$ cat src/rtl/n101_subsys_bpty_errctl_if.sv
// rtl/n101_subsys_bpty_errctl_if.sv - parity-error event inputs and error-log outputs
interface n101_subsys_bpty_errctl_if #(
  parameter int ADDR_SIZE = 32,
  parameter int CNT_W     = 8
);
  logic                     bptylvl;
  logic [2:0]               err_vld;
  logic [5:0]               err_type;
  logic [3*ADDR_SIZE-1:0]   err_addr;
  logic                     log_clr;
  logic                     log_vld;
  logic [1:0]               log_src;
  logic [1:0]               log_type;
  logic [ADDR_SIZE-1:0]     log_addr;
  logic [CNT_W-1:0]         err_cnt;
  logic [2:0]               ovf;
  logic                     bpty_fatal;

  modport master (
    output bptylvl, err_vld, err_type, err_addr, log_clr,
    input  log_vld, log_src, log_type, log_addr, err_cnt, ovf, bpty_fatal
  );

  modport slave (
    input  bptylvl, err_vld, err_type, err_addr, log_clr,
    output log_vld, log_src, log_type, log_addr, err_cnt, ovf, bpty_fatal
  );
endinterface

$ cat src/rtl/n101_subsys_bpty_errctl.sv
// rtl/n101_subsys_bpty_errctl.sv - ILM/DLM/MEM parity-error buffering, round-robin logging and fatal escalation
module n101_subsys_bpty_errctl #(
  parameter int ADDR_SIZE  = 32,
  parameter int CNT_W      = 8,
  parameter int ESC_THRESH = 4
) (
  input logic                        clk,
  input logic                        rst,
  n101_subsys_bpty_errctl_if.slave   bus
);

  typedef enum logic [1:0] {
    ST_IDLE   = 2'd0,
    ST_LOGGED = 2'd1,
    ST_FATAL  = 2'd2
  } state_t;

  localparam logic [CNT_W+1:0] CNT_MAX    = {2'b00, {CNT_W{1'b1}}};
  localparam logic [CNT_W+1:0] THRESH_EXT = (CNT_W+2)'(ESC_THRESH);

  state_t state, state_nxt;

  logic [2:0]           pend;
  logic [1:0]           pend_type [3];
  logic [ADDR_SIZE-1:0] pend_addr [3];
  logic [1:0]           rr_ptr;

  logic [2:0]           gnt;
  logic [1:0]           gnt_idx;
  logic                 gnt_any;

  logic [1:0]           pop;
  logic [CNT_W+1:0]     cnt_sum;
  logic [CNT_W-1:0]     cnt_nxt;
  logic                 thresh_hit;

  logic                 log_vld_q;
  logic [1:0]           log_src_q;
  logic [1:0]           log_type_q;
  logic [ADDR_SIZE-1:0] log_addr_q;
  logic [CNT_W-1:0]     err_cnt_q;
  logic [2:0]           ovf_q;
  logic                 fatal_q;

  assign bus.log_vld    = log_vld_q;
  assign bus.log_src    = log_src_q;
  assign bus.log_type   = log_type_q;
  assign bus.log_addr   = log_addr_q;
  assign bus.err_cnt    = err_cnt_q;
  assign bus.ovf        = ovf_q;
  assign bus.bpty_fatal = fatal_q;

  // Round-robin search starting at rr_ptr; only IDLE may grant.
  always_comb begin
    logic [2:0] cand;
    gnt     = '0;
    gnt_idx = '0;
    gnt_any = 1'b0;
    cand    = '0;
    if (state == ST_IDLE) begin
      for (int k = 0; k < 3; k++) begin
        cand = {1'b0, rr_ptr} + 3'(k);
        if (cand >= 3'd3) cand = cand - 3'd3;
        if (!gnt_any && pend[cand[1:0]]) begin
          gnt_any             = 1'b1;
          gnt_idx             = cand[1:0];
          gnt[cand[1:0]]      = 1'b1;
        end
      end
    end
  end

  // Dropped events still count, so the sum uses raw err_vld.
  always_comb begin
    pop        = {1'b0, bus.err_vld[0]} + {1'b0, bus.err_vld[1]} + {1'b0, bus.err_vld[2]};
    cnt_sum    = {2'b00, err_cnt_q} + {{CNT_W{1'b0}}, pop};
    cnt_nxt    = (cnt_sum > CNT_MAX) ? {CNT_W{1'b1}} : cnt_sum[CNT_W-1:0];
    thresh_hit = ({2'b00, cnt_nxt} >= THRESH_EXT);
  end

  always_comb begin
    state_nxt = state;
    case (state)
      ST_IDLE: begin
        if (gnt_any) state_nxt = bus.bptylvl ? ST_FATAL : ST_LOGGED;
        if (thresh_hit) state_nxt = ST_FATAL;
      end
      ST_LOGGED: begin
        if (bus.log_clr) state_nxt = ST_IDLE;
        if (thresh_hit) state_nxt = ST_FATAL;
      end
      ST_FATAL: state_nxt = ST_FATAL;
      default:  state_nxt = ST_IDLE;
    endcase
  end

  always_ff @(posedge clk or posedge rst) begin
    if (rst) state <= ST_IDLE;
    else     state <= state_nxt;
  end

  always_ff @(posedge clk or posedge rst) begin
    if (rst) begin
      rr_ptr     <= '0;
      log_vld_q  <= 1'b0;
      log_src_q  <= '0;
      log_type_q <= '0;
      log_addr_q <= '0;
      err_cnt_q  <= '0;
      fatal_q    <= 1'b0;
    end else begin
      err_cnt_q <= cnt_nxt;
      fatal_q   <= (state_nxt == ST_FATAL);
      if (gnt_any) begin
        rr_ptr     <= (gnt_idx == 2'd2) ? 2'd0 : gnt_idx + 2'd1;
        log_vld_q  <= 1'b1;
        log_src_q  <= gnt_idx;
        log_type_q <= pend_type[gnt_idx];
        log_addr_q <= pend_addr[gnt_idx];
      end else if (state == ST_LOGGED && bus.log_clr) begin
        log_vld_q <= 1'b0;
      end
    end
  end

  // A slot being granted this edge can accept a new event in its place.
  always_ff @(posedge clk or posedge rst) begin
    if (rst) begin
      pend  <= '0;
      ovf_q <= '0;
      for (int i = 0; i < 3; i++) begin
        pend_type[i] <= '0;
        pend_addr[i] <= '0;
      end
    end else begin
      for (int i = 0; i < 3; i++) begin
        if (bus.err_vld[i] && (!pend[i] || gnt[i])) begin
          pend[i]      <= 1'b1;
          pend_type[i] <= bus.err_type[2*i +: 2];
          pend_addr[i] <= bus.err_addr[i*ADDR_SIZE +: ADDR_SIZE];
        end else begin
          if (gnt[i]) pend[i] <= 1'b0;
          if (bus.err_vld[i]) ovf_q[i] <= 1'b1;
        end
      end
    end
  end

endmodule

$ cat src/flat_wrapper.sv
// flat-port wrapper written by rule: the top's interface ports become plain ports
module n101_subsys_bpty_errctl_flat 
#(
  parameter int ADDR_SIZE  = 32,
  parameter int CNT_W      = 8,
  parameter int ESC_THRESH = 4
)
  (clk, rst, bus_bptylvl, bus_err_vld, bus_err_type, bus_err_addr, bus_log_clr, bus_log_vld, bus_log_src, bus_log_type, bus_log_addr, bus_err_cnt, bus_ovf, bus_bpty_fatal);
  n101_subsys_bpty_errctl_if #(.ADDR_SIZE(ADDR_SIZE), .CNT_W(CNT_W)) bus_i ();
  input logic clk;
  input logic rst;
  input wire logic [$bits(bus_i.bptylvl)-1:0] bus_bptylvl;
  input wire logic [$bits(bus_i.err_vld)-1:0] bus_err_vld;
  input wire logic [$bits(bus_i.err_type)-1:0] bus_err_type;
  input wire logic [$bits(bus_i.err_addr)-1:0] bus_err_addr;
  input wire logic [$bits(bus_i.log_clr)-1:0] bus_log_clr;
  output wire logic [$bits(bus_i.log_vld)-1:0] bus_log_vld;
  output wire logic [$bits(bus_i.log_src)-1:0] bus_log_src;
  output wire logic [$bits(bus_i.log_type)-1:0] bus_log_type;
  output wire logic [$bits(bus_i.log_addr)-1:0] bus_log_addr;
  output wire logic [$bits(bus_i.err_cnt)-1:0] bus_err_cnt;
  output wire logic [$bits(bus_i.ovf)-1:0] bus_ovf;
  output wire logic [$bits(bus_i.bpty_fatal)-1:0] bus_bpty_fatal;
  assign bus_i.bptylvl = bus_bptylvl;
  assign bus_i.err_vld = bus_err_vld;
  assign bus_i.err_type = bus_err_type;
  assign bus_i.err_addr = bus_err_addr;
  assign bus_i.log_clr = bus_log_clr;
  assign bus_log_vld = bus_i.log_vld;
  assign bus_log_src = bus_i.log_src;
  assign bus_log_type = bus_i.log_type;
  assign bus_log_addr = bus_i.log_addr;
  assign bus_err_cnt = bus_i.err_cnt;
  assign bus_ovf = bus_i.ovf;
  assign bus_bpty_fatal = bus_i.bpty_fatal;
  n101_subsys_bpty_errctl #(.ADDR_SIZE(ADDR_SIZE), .CNT_W(CNT_W), .ESC_THRESH(ESC_THRESH)) u_core (.clk(clk), .rst(rst), .bus(bus_i));
endmodule
$ cat config.mk
export PLATFORM = sky130hd
export DESIGN_NAME = n101_subsys_bpty_errctl_flat
export DESIGN_NICKNAME = d
export VERILOG_FILES = /design/src/rtl/n101_subsys_bpty_errctl_if.sv /design/src/rtl/n101_subsys_bpty_errctl.sv /design/src/flat_wrapper.sv
export SDC_FILE = /design/constraint.sdc
export NUM_CORES = 1
export LEC_CHECK = 0
export ABC_AREA = 1
export ABC_CLOCK_PERIOD_IN_PS = 7400
export BUFFER_PORTS_ARGS = -buffer_cell sky130_fd_sc_hd__buf_2
export CORE_ASPECT_RATIO = 1.2
export CORE_UTILIZATION = 25
export CTS_CLUSTER_DIAMETER = 30
export CTS_CLUSTER_SIZE = 30
export DETAILED_ROUTE_END_ITERATION = 16
export PLACE_DENSITY_LB_ADDON = 0.1
export SLEW_MARGIN = 10
export SYNTH_ARGS = -nofsm -noshare
export SYNTH_HDL_FRONTEND = slang
export SYNTH_SLANG_ARGS = --single-unit
$ cat constraint.sdc
create_clock -name clk -period 7.4 [get_ports clk]
set_clock_uncertainty 0.1 [all_clocks]
set_input_delay 1.48 -clock clk [delete_from_list [all_inputs] [get_ports clk]]
set_output_delay 1.48 -clock clk [all_outputs]
set_load 0.05 [all_outputs]
==> results.py, run 1 <==
metrics = {
    "drt": {
        "drt_iter0_drc": 361,
        "wl_per_cell_um": 16.5,
        "ant_nets": 0,
        "drt_wl_total_um": 25300,
        "drt_pass1_iterations": 4,
        "post_drt_via_cell_ratio": 4.41,
        "drc_errors": 0,
        "num_vias": 6792,
    },
    "place": {
        "place.gp.congestion": 0.802,
        "numPortBuffers": 157,
        "hpwl_um": 16500,
    },
    "sta": {
        "post-route-period-util": 0.535,
        "max_slew_margin": 0.358,
        "tightestPinTransition_ns": 0.963,
        "hold_viol": 0,
        "fin_crit_ns": 3.96,
        "setup_viol": 0,
        "fmax_mhz": 253,
        "drv_slew": 0,
        "fin_tns_setup_ns": 0,
        "rsz0062_at_grt": "no",
    },
    "global_route": {
        "grt_usage": 0.165,
        "grt_pass1_wl_um": 39700,
        "grt_pass1_vias": 6738,
        "grt_max_degree": 95,
        "antenna_found_initial": 0,
        "overflow": 0,
    },
    "floorplanning": {
        "die_w_um": 163,
        "initial_core_util": 0.254,
        "die_area_um2": 31800,
        "io_pins": 158,
        "die_h_um": 195,
        "rows": 70,
        "core-area_um2": 30600,
    },
    "critical_path": {
        "slowest_delay_ns": 0.60,
        "r2r_setup_slack_ns": 3.79,
        "critPathLaunchType": "input pin",
        "worst_r2r_path_depth": 13,
        "worstSetupEndpointType": "register",
        "required_ns": 7.65,
        "crit_family": "adder cells",
        "r2r-end": "u_core.bus.log_type[0]",
        "path_max_fanout": 37,
        "worst_path_max_delay_cell": "fa_1",
        "worstPathBufferInverterCount": 2,
        "r2r_start": "u_core.rr_ptr[0]",
        "cp_cell_sequence": "buf_2 -> fa_1 -> ha_1 -> inv_1 -> fa_1 -> nor2_1 -> nand2_1 -> nor2_1 -> nand3_1 -> o21ai_0 -> a21oi_1 -> nand3_1 -> nand2_1 -> o21ai_0",
        "critPathKind": "input pin to register",
        "worstPathArrival_ns": 4.20,
        "worst-path-stages": 14,
    },
    "logic_synthesis": {
        "syn_inst": 1011,
        "syn_area_um2": 7770,
        "ys_ff_latch": 158,
        "seq_area_frac_synth": 0.509,
        "synth.distinct_cells": 26,
        "synth_nets": 1128,
        "synth.avg_cell_area_um2": 7.69,
        "yosysWarnings": 0,
    },
    "clock_network": {
        "cts_tree": "done",
        "clk_pin_slew_worst_paths_ns": 0.06,
        "cts_sinks": 158,
        "cts_resized": 0,
        "clock_latency_ns": 0.43,
        "clock_path_buffers": 2,
        "htree_levels": 4,
        "postCtsHoldBufs": 0,
        "cts_made_buffers": 17,
        "cts_setup_buffers": 0,
        "cts_root_buf": "clkbuf_16",
    },
    "power_and_ir_drop": {
        "power.leakage_nw": 5.25,
        "powerDensity_nw_per_um2": 224,
        "ir_worst_vdd_mv": 0.149,
    },
    "min_path": {
        "hp-start": "u_core.pend_addr[95]",
        "hold_class": "register to register",
        "hold-path-endpoint": "u_core.pend_addr[95]",
        "min_path_cells": 2,
    },
    "final_layout": {
        "layout.nets": 1249,
        "areaGrowthSynthToFinish_pct": 20.5,
        "drive_gt1_frac": 0.186,
        "utilization": 0.306,
        "n_fill_cell": 3384,
        "diodes": 0,
    },
    "run_status": {
        "status": "finished, final reports clean",
    },
    "run": {
        "max-cap-violations": 0,
    },
}
## kinds of logic after synthesis
family | after synthesis | share of synthesized area
AOI/OAI and AO/OA | 56 | 0.0375
xor gates and xnor gates | 2 | 0.00225
adders and majority gates | 8 | 0.0148
buffers and inverters | 194 | 0.101
DFF | 158 | 0.509
and+or+nand+nor | 593 | 0.336
## area by class of cell
cell class,instances,area (um^2),area share
timing repair buffer,162,823,0.0879
clock buffer,20,447,0.0477
clock inverter,11,95.1,0.0102
multi-input combinational,659,3040,0.325
sequential,158,3950,0.422
tap,396,495,0.0529
inverter,134,508,0.0543
## report_power, final
part	internal, mW	leakage (nW)	switching (mW)
combinational	0.0935	2.90	0.219
clock	0.468	0.261	0.371
sequential	0.908	2.09	0.0327
total	1.47	5.25	0.623
## Yosys cell counts
| library cell | number | area (um^2) |
|---|---|---|
| nand2_1 | 312 | 1170 |
| o21ai_1 | 3 | 15.0 |
| fa_1 | 2 | 40.0 |
| nand3_2 | 2 | 20.0 |
| clkbuf_1 | 26 | 97.6 |
| o22ai_1 | 1 | 6.26 |
| xor2_1 | 1 | 8.76 |
| o21ai_0 | 10 | 50.1 |
| nand3_4 | 1 | 17.5 |
| nand4_2 | 1 | 12.5 |
| nand3_1 | 188 | 941 |
| buf_2 | 27 | 135 |
| a31oi_1 | 2 | 12.5 |
| buf_4 | 6 | 45.0 |
| nand4_1 | 34 | 213 |
| dfrtp_1 | 158 | 3950 |
| inv_1 | 128 | 480 |
| inv_2 | 6 | 22.5 |
| nor2_1 | 44 | 165 |
| xnor2_1 | 1 | 8.76 |
| nand2_2 | 10 | 62.6 |
| o21bai_1 | 3 | 22.5 |
| buf_1 | 1 | 3.75 |
| nor3_1 | 1 | 5.00 |
| ha_1 | 6 | 75.1 |
| a21oi_1 | 37 | 185 |
## sequential cells by signal (all words and copies together), names as in the netlist
name / flops
u_core.pend_addr: 96
u_core.pend_type: 6
u_core.state: 2
u_core.bus.log_src: 2
u_core.pend: 3
u_core.bus.bpty_fatal: 1
u_core.bus.log_type: 2
u_core.bus.log_addr: 32
u_core.rr_ptr: 2
u_core.bus.err_cnt: 8
u_core.bus.log_vld: 1
u_core.bus.ovf: 3
## layout by cell type, fill, tap and decap left out
master and instances:
nand2_1 312, nand3_1 188, dfrtp_1 158, buf_2 157
inv_1 127, nor2_1 43, a21oi_1 37, nand4_1 34
clkbuf_16 17, nand2_2 10, o21ai_0 10, inv_2 6
ha_1 6, clkinv_2 5, buf_4 5, o21ai_1 3
o21bai_1 3, clkinvlp_4 3, a31oi_1 2, nand3_2 2
fa_1 2, clkbuf_1 2, clkinv_4 2, nor2_4 1
nand4_2 1, nand3_4 1, nor3_1 1, xor2_1 1
xnor2_1 1, o22ai_1 1, inv_6 1, bufinv_16 1
clkbuf_8 1
## layer usage
metal  routed length, um  vias up  track usage  share of wire
li1                    -     3437            -              -
met1               13100     3185        0.245           0.52
met2               11000      146        0.241           0.44
met3                 853       24       0.0278          0.034
met4                 394        0       0.0485          0.016
met5                   0        -            0              0
## worst register-to-register path: stages, from the launching register on
cell     delay (ns)
dfrtp_1        0.37
inv_1          0.09
ha_1           0.45
inv_2          0.09
nand2_1        0.06
nand3_1        0.07
nand2_1        0.13
nand2_1        0.08
inv_2          0.07
nand3_2        0.08
nand2_2        0.57
nand2_2        0.74
nand3_1        0.46
a21oi_1        0.11
## worst max-delay path by stage
stage                   startpoint                    end
finish              bus_err_vld[1]        u_core.state[1]
global route        bus_err_vld[1]  u_core.bus.bpty_fatal
CTS                 bus_err_vld[1]        u_core.state[1]
detailed placement  bus_err_vld[1]        u_core.state[1]
floorplan                      rst  u_core.bus.bpty_fatal
global placement    bus_err_vld[1]  u_core.bus.bpty_fatal
## stage by stage
stage | power (mW) | instance area, um^2 | std cells | hold slack (ns) | worst slack (ns)
detailed placement | 1.28 | 8820 | 1509 | 0.358 | 2.99
global placement | 1.28 | 8820 | 1509 | 0.354 | 3.01
finish | 2.09 | 9360 | 1540 | 0.370 | 3.44
global route | 2.20 | 9360 | 1540 | 0.381 | 3.19
floorplan | 1.17 | 7770 | 1011 | 0.342 | 1.56
CTS | 2.13 | 9360 | 1540 | 0.373 | 3.44
No activity file was read; power rests on OpenSTA's default activity.
==> run 2, diff against run 1 <==
Settings changed: ABC_CLOCK_PERIOD_IN_PS 7400 to 3200.
Clock period 7.4 ns to 3.2 ns, I/O delays scaled along.
==> results.py, run 2 (synthesis gave the netlist of run 1 again) <==
metrics = {
    "power_and_ir_drop": {
        "ir_worst_vdd_mv": 0.333,
        "p_total_mw": 4.91,
        "powerDensity_nw_per_um2": 511,
        "power.leakage_nw": 5.38,
    },
    "final_layout": {
        "mostFrequentLayoutCells": "312 x nand2_1, 188 x nand3_1, 158 x dfrtp_1",
        "largest_reg_flops": 96,
        "areaGrowthSynthToFinish_pct": 23.7,
        "drive_gt1_frac": 0.199,
        "largest_register": "u_core.pend_addr",
        "stdcell_count": 1562,
        "fin_area_um2": 9610,
        "final_common_cell": "nand2_1",
        "layout.nets": 1270,
        "utilization": 0.314,
        "n_fill_cell": 3364,
        "diodes": 0,
    },
    "drt": {
        "drt_iter0_drc": 501,
        "num_vias": 6808,
        "ant_nets": 0,
        "drt_wl_total_um": 25000,
        "drt_pass1_iterations": 5,
        "post_drt_via_cell_ratio": 4.36,
        "drc_errors": 0,
        "wl_per_cell_um": 16.0,
    },
    "clock_network": {
        "cts_made_buffers": 17,
        "postCtsHoldBufs": 0,
        "cts_tree": "done",
        "htree_levels": 4,
        "cts_root_buf": "clkbuf_16",
        "cts_sinks": 158,
        "clock_path_buffers": 2,
        "cts_resized": 0,
        "cts_setup_buffers": 0,
        "clock_latency_ns": 0.42,
        "clk_pin_slew_worst_paths_ns": 0.06,
    },
    "sta": {
        "fmax_mhz": 354,
        "post-route-period-util": 0.883,
        "rsz0062_at_grt": "no",
        "setup_ws_ns": 0.373,
        "tightestPinTransition_ns": 0.682,
        "setup_viol": 0,
        "hold_viol": 0,
        "fin_crit_ns": 2.83,
        "max_slew_margin": 0.544,
        "holdWs_ns": 0.262,
        "fin_tns_setup_ns": 0,
        "drv_slew": 0,
    },
    "critical_path": {
        "worstSetupEndpointType": "register",
        "startpoint": "u_core.bus.err_cnt[0]",
        "critPathKind": "register to register",
        "slowest_delay_ns": 0.55,
        "cp_cell_sequence": "fa_1 -> ha_1 -> inv_1 -> fa_1 -> nor2_1 -> nand2_1 -> nor2_1 -> buf_4 -> nand3_1 -> o21ai_0 -> a21oi_1 -> nand3_1 -> nand2_1 -> o21ai_0",
        "path_max_fanout": 3,
        "r2r_start": "u_core.bus.err_cnt[0]",
        "required_ns": 3.44,
        "critPathLaunchType": "register",
        "r2r-end": "u_core.state[1]",
        "r2r_setup_slack_ns": 0.37,
        "worstPathBufferInverterCount": 2,
        "worst_path_max_delay_cell": "fa_1",
        "worst_r2r_path_depth": 14,
        "crit_family": "adder cells",
        "worstPathArrival_ns": 3.07,
    },
    "floorplanning": {
        "io_pins": 158,
        "die_area_um2": 31800,
        "core-area_um2": 30600,
        "rows": 70,
        "initial_core_util": 0.254,
        "die_h_um": 195,
        "die_w_um": 163,
    },
    "place": {
        "hpwl_um": 17700,
        "numPortBuffers": 157,
        "place_inst": 1530,
        "placed_area_um2": 9040,
        "place.gp.congestion": 0.793,
        "place_ws_ns": 0.0672,
    },
    "global_route": {
        "grt_pass1_vias": 6683,
        "grt_usage": 0.163,
        "grt_max_degree": 87,
        "grt_pass1_wl_um": 39200,
        "overflow": 0,
        "antenna_found_initial": 0,
    },
    "min_path": {
        "hold_class": "input pin to asynchronous set/reset pin",
    },
    "run_status": {
        "status": "finished, final reports clean",
    },
    "run": {
        "max-cap-violations": 0,
    },
}
[run 2: cell count changes in the layout (fill, tap and decap cells not counted), sizes merged]
| cell | previous run | this run |
|---|---|---|
| buf | 162 | 183 |
| clkbuf | 20 | 23 |
| clkinv | 7 | 4 |
| bufinv | 1 | 2 |
[run 2: area by class of cell]
class,count,area (um^2),area share
Timing Repair Buffer,183,1040,0.109
Clock buffer,23,458,0.0477
Sequential cell,158,3950,0.412
Inverter,134,507,0.0527
Tap cell,396,495,0.0516
Clock inverter,9,111,0.0116
Multi-Input combinational cell,659,3040,0.316
[run 2: routing by layer]
layer | track usage | vias to the layer above | wire [um]
li1 | - | 3486 | -
met1 | 0.237 | 3183 | 12700
met2 | 0.248 | 123 | 11200
met3 | 0.0270 | 16 | 838
met4 | 0.0408 | 0 | 256
met5 | 0 | - | 0
[run 2: how the worst max path moves through the flow]
stage	end	slack, ns	depth (start not counted)
2_1_floorplan	u_core.bus.bpty_fatal	0.34	13
3_3_place_gp	u_core.bus.bpty_fatal	0.07	15
3_5_place_dp	u_core.bus.bpty_fatal	0.07	15
4_1_cts	u_core.bus.bpty_fatal	0.37	14
5_1_grt	u_core.bus.bpty_fatal	0.07	14
6_report	u_core.state[1]	0.37	14
[run 2: power breakdown]
group	switching (mW)	internal (mW)	total, mW	leakage (nW)
sequential	0.0744	2.10	2.18	2.09
combinational	0.502	0.226	0.728	3.02
clock	0.833	1.17	2.01	0.272
total	1.41	3.50	4.91	5.38
[run 2: tightest hold or removal path, stage by stage]
cell and delay [ns]:
buf_2 0.11, clkinvlp_4 0.11, buf_12 0.33
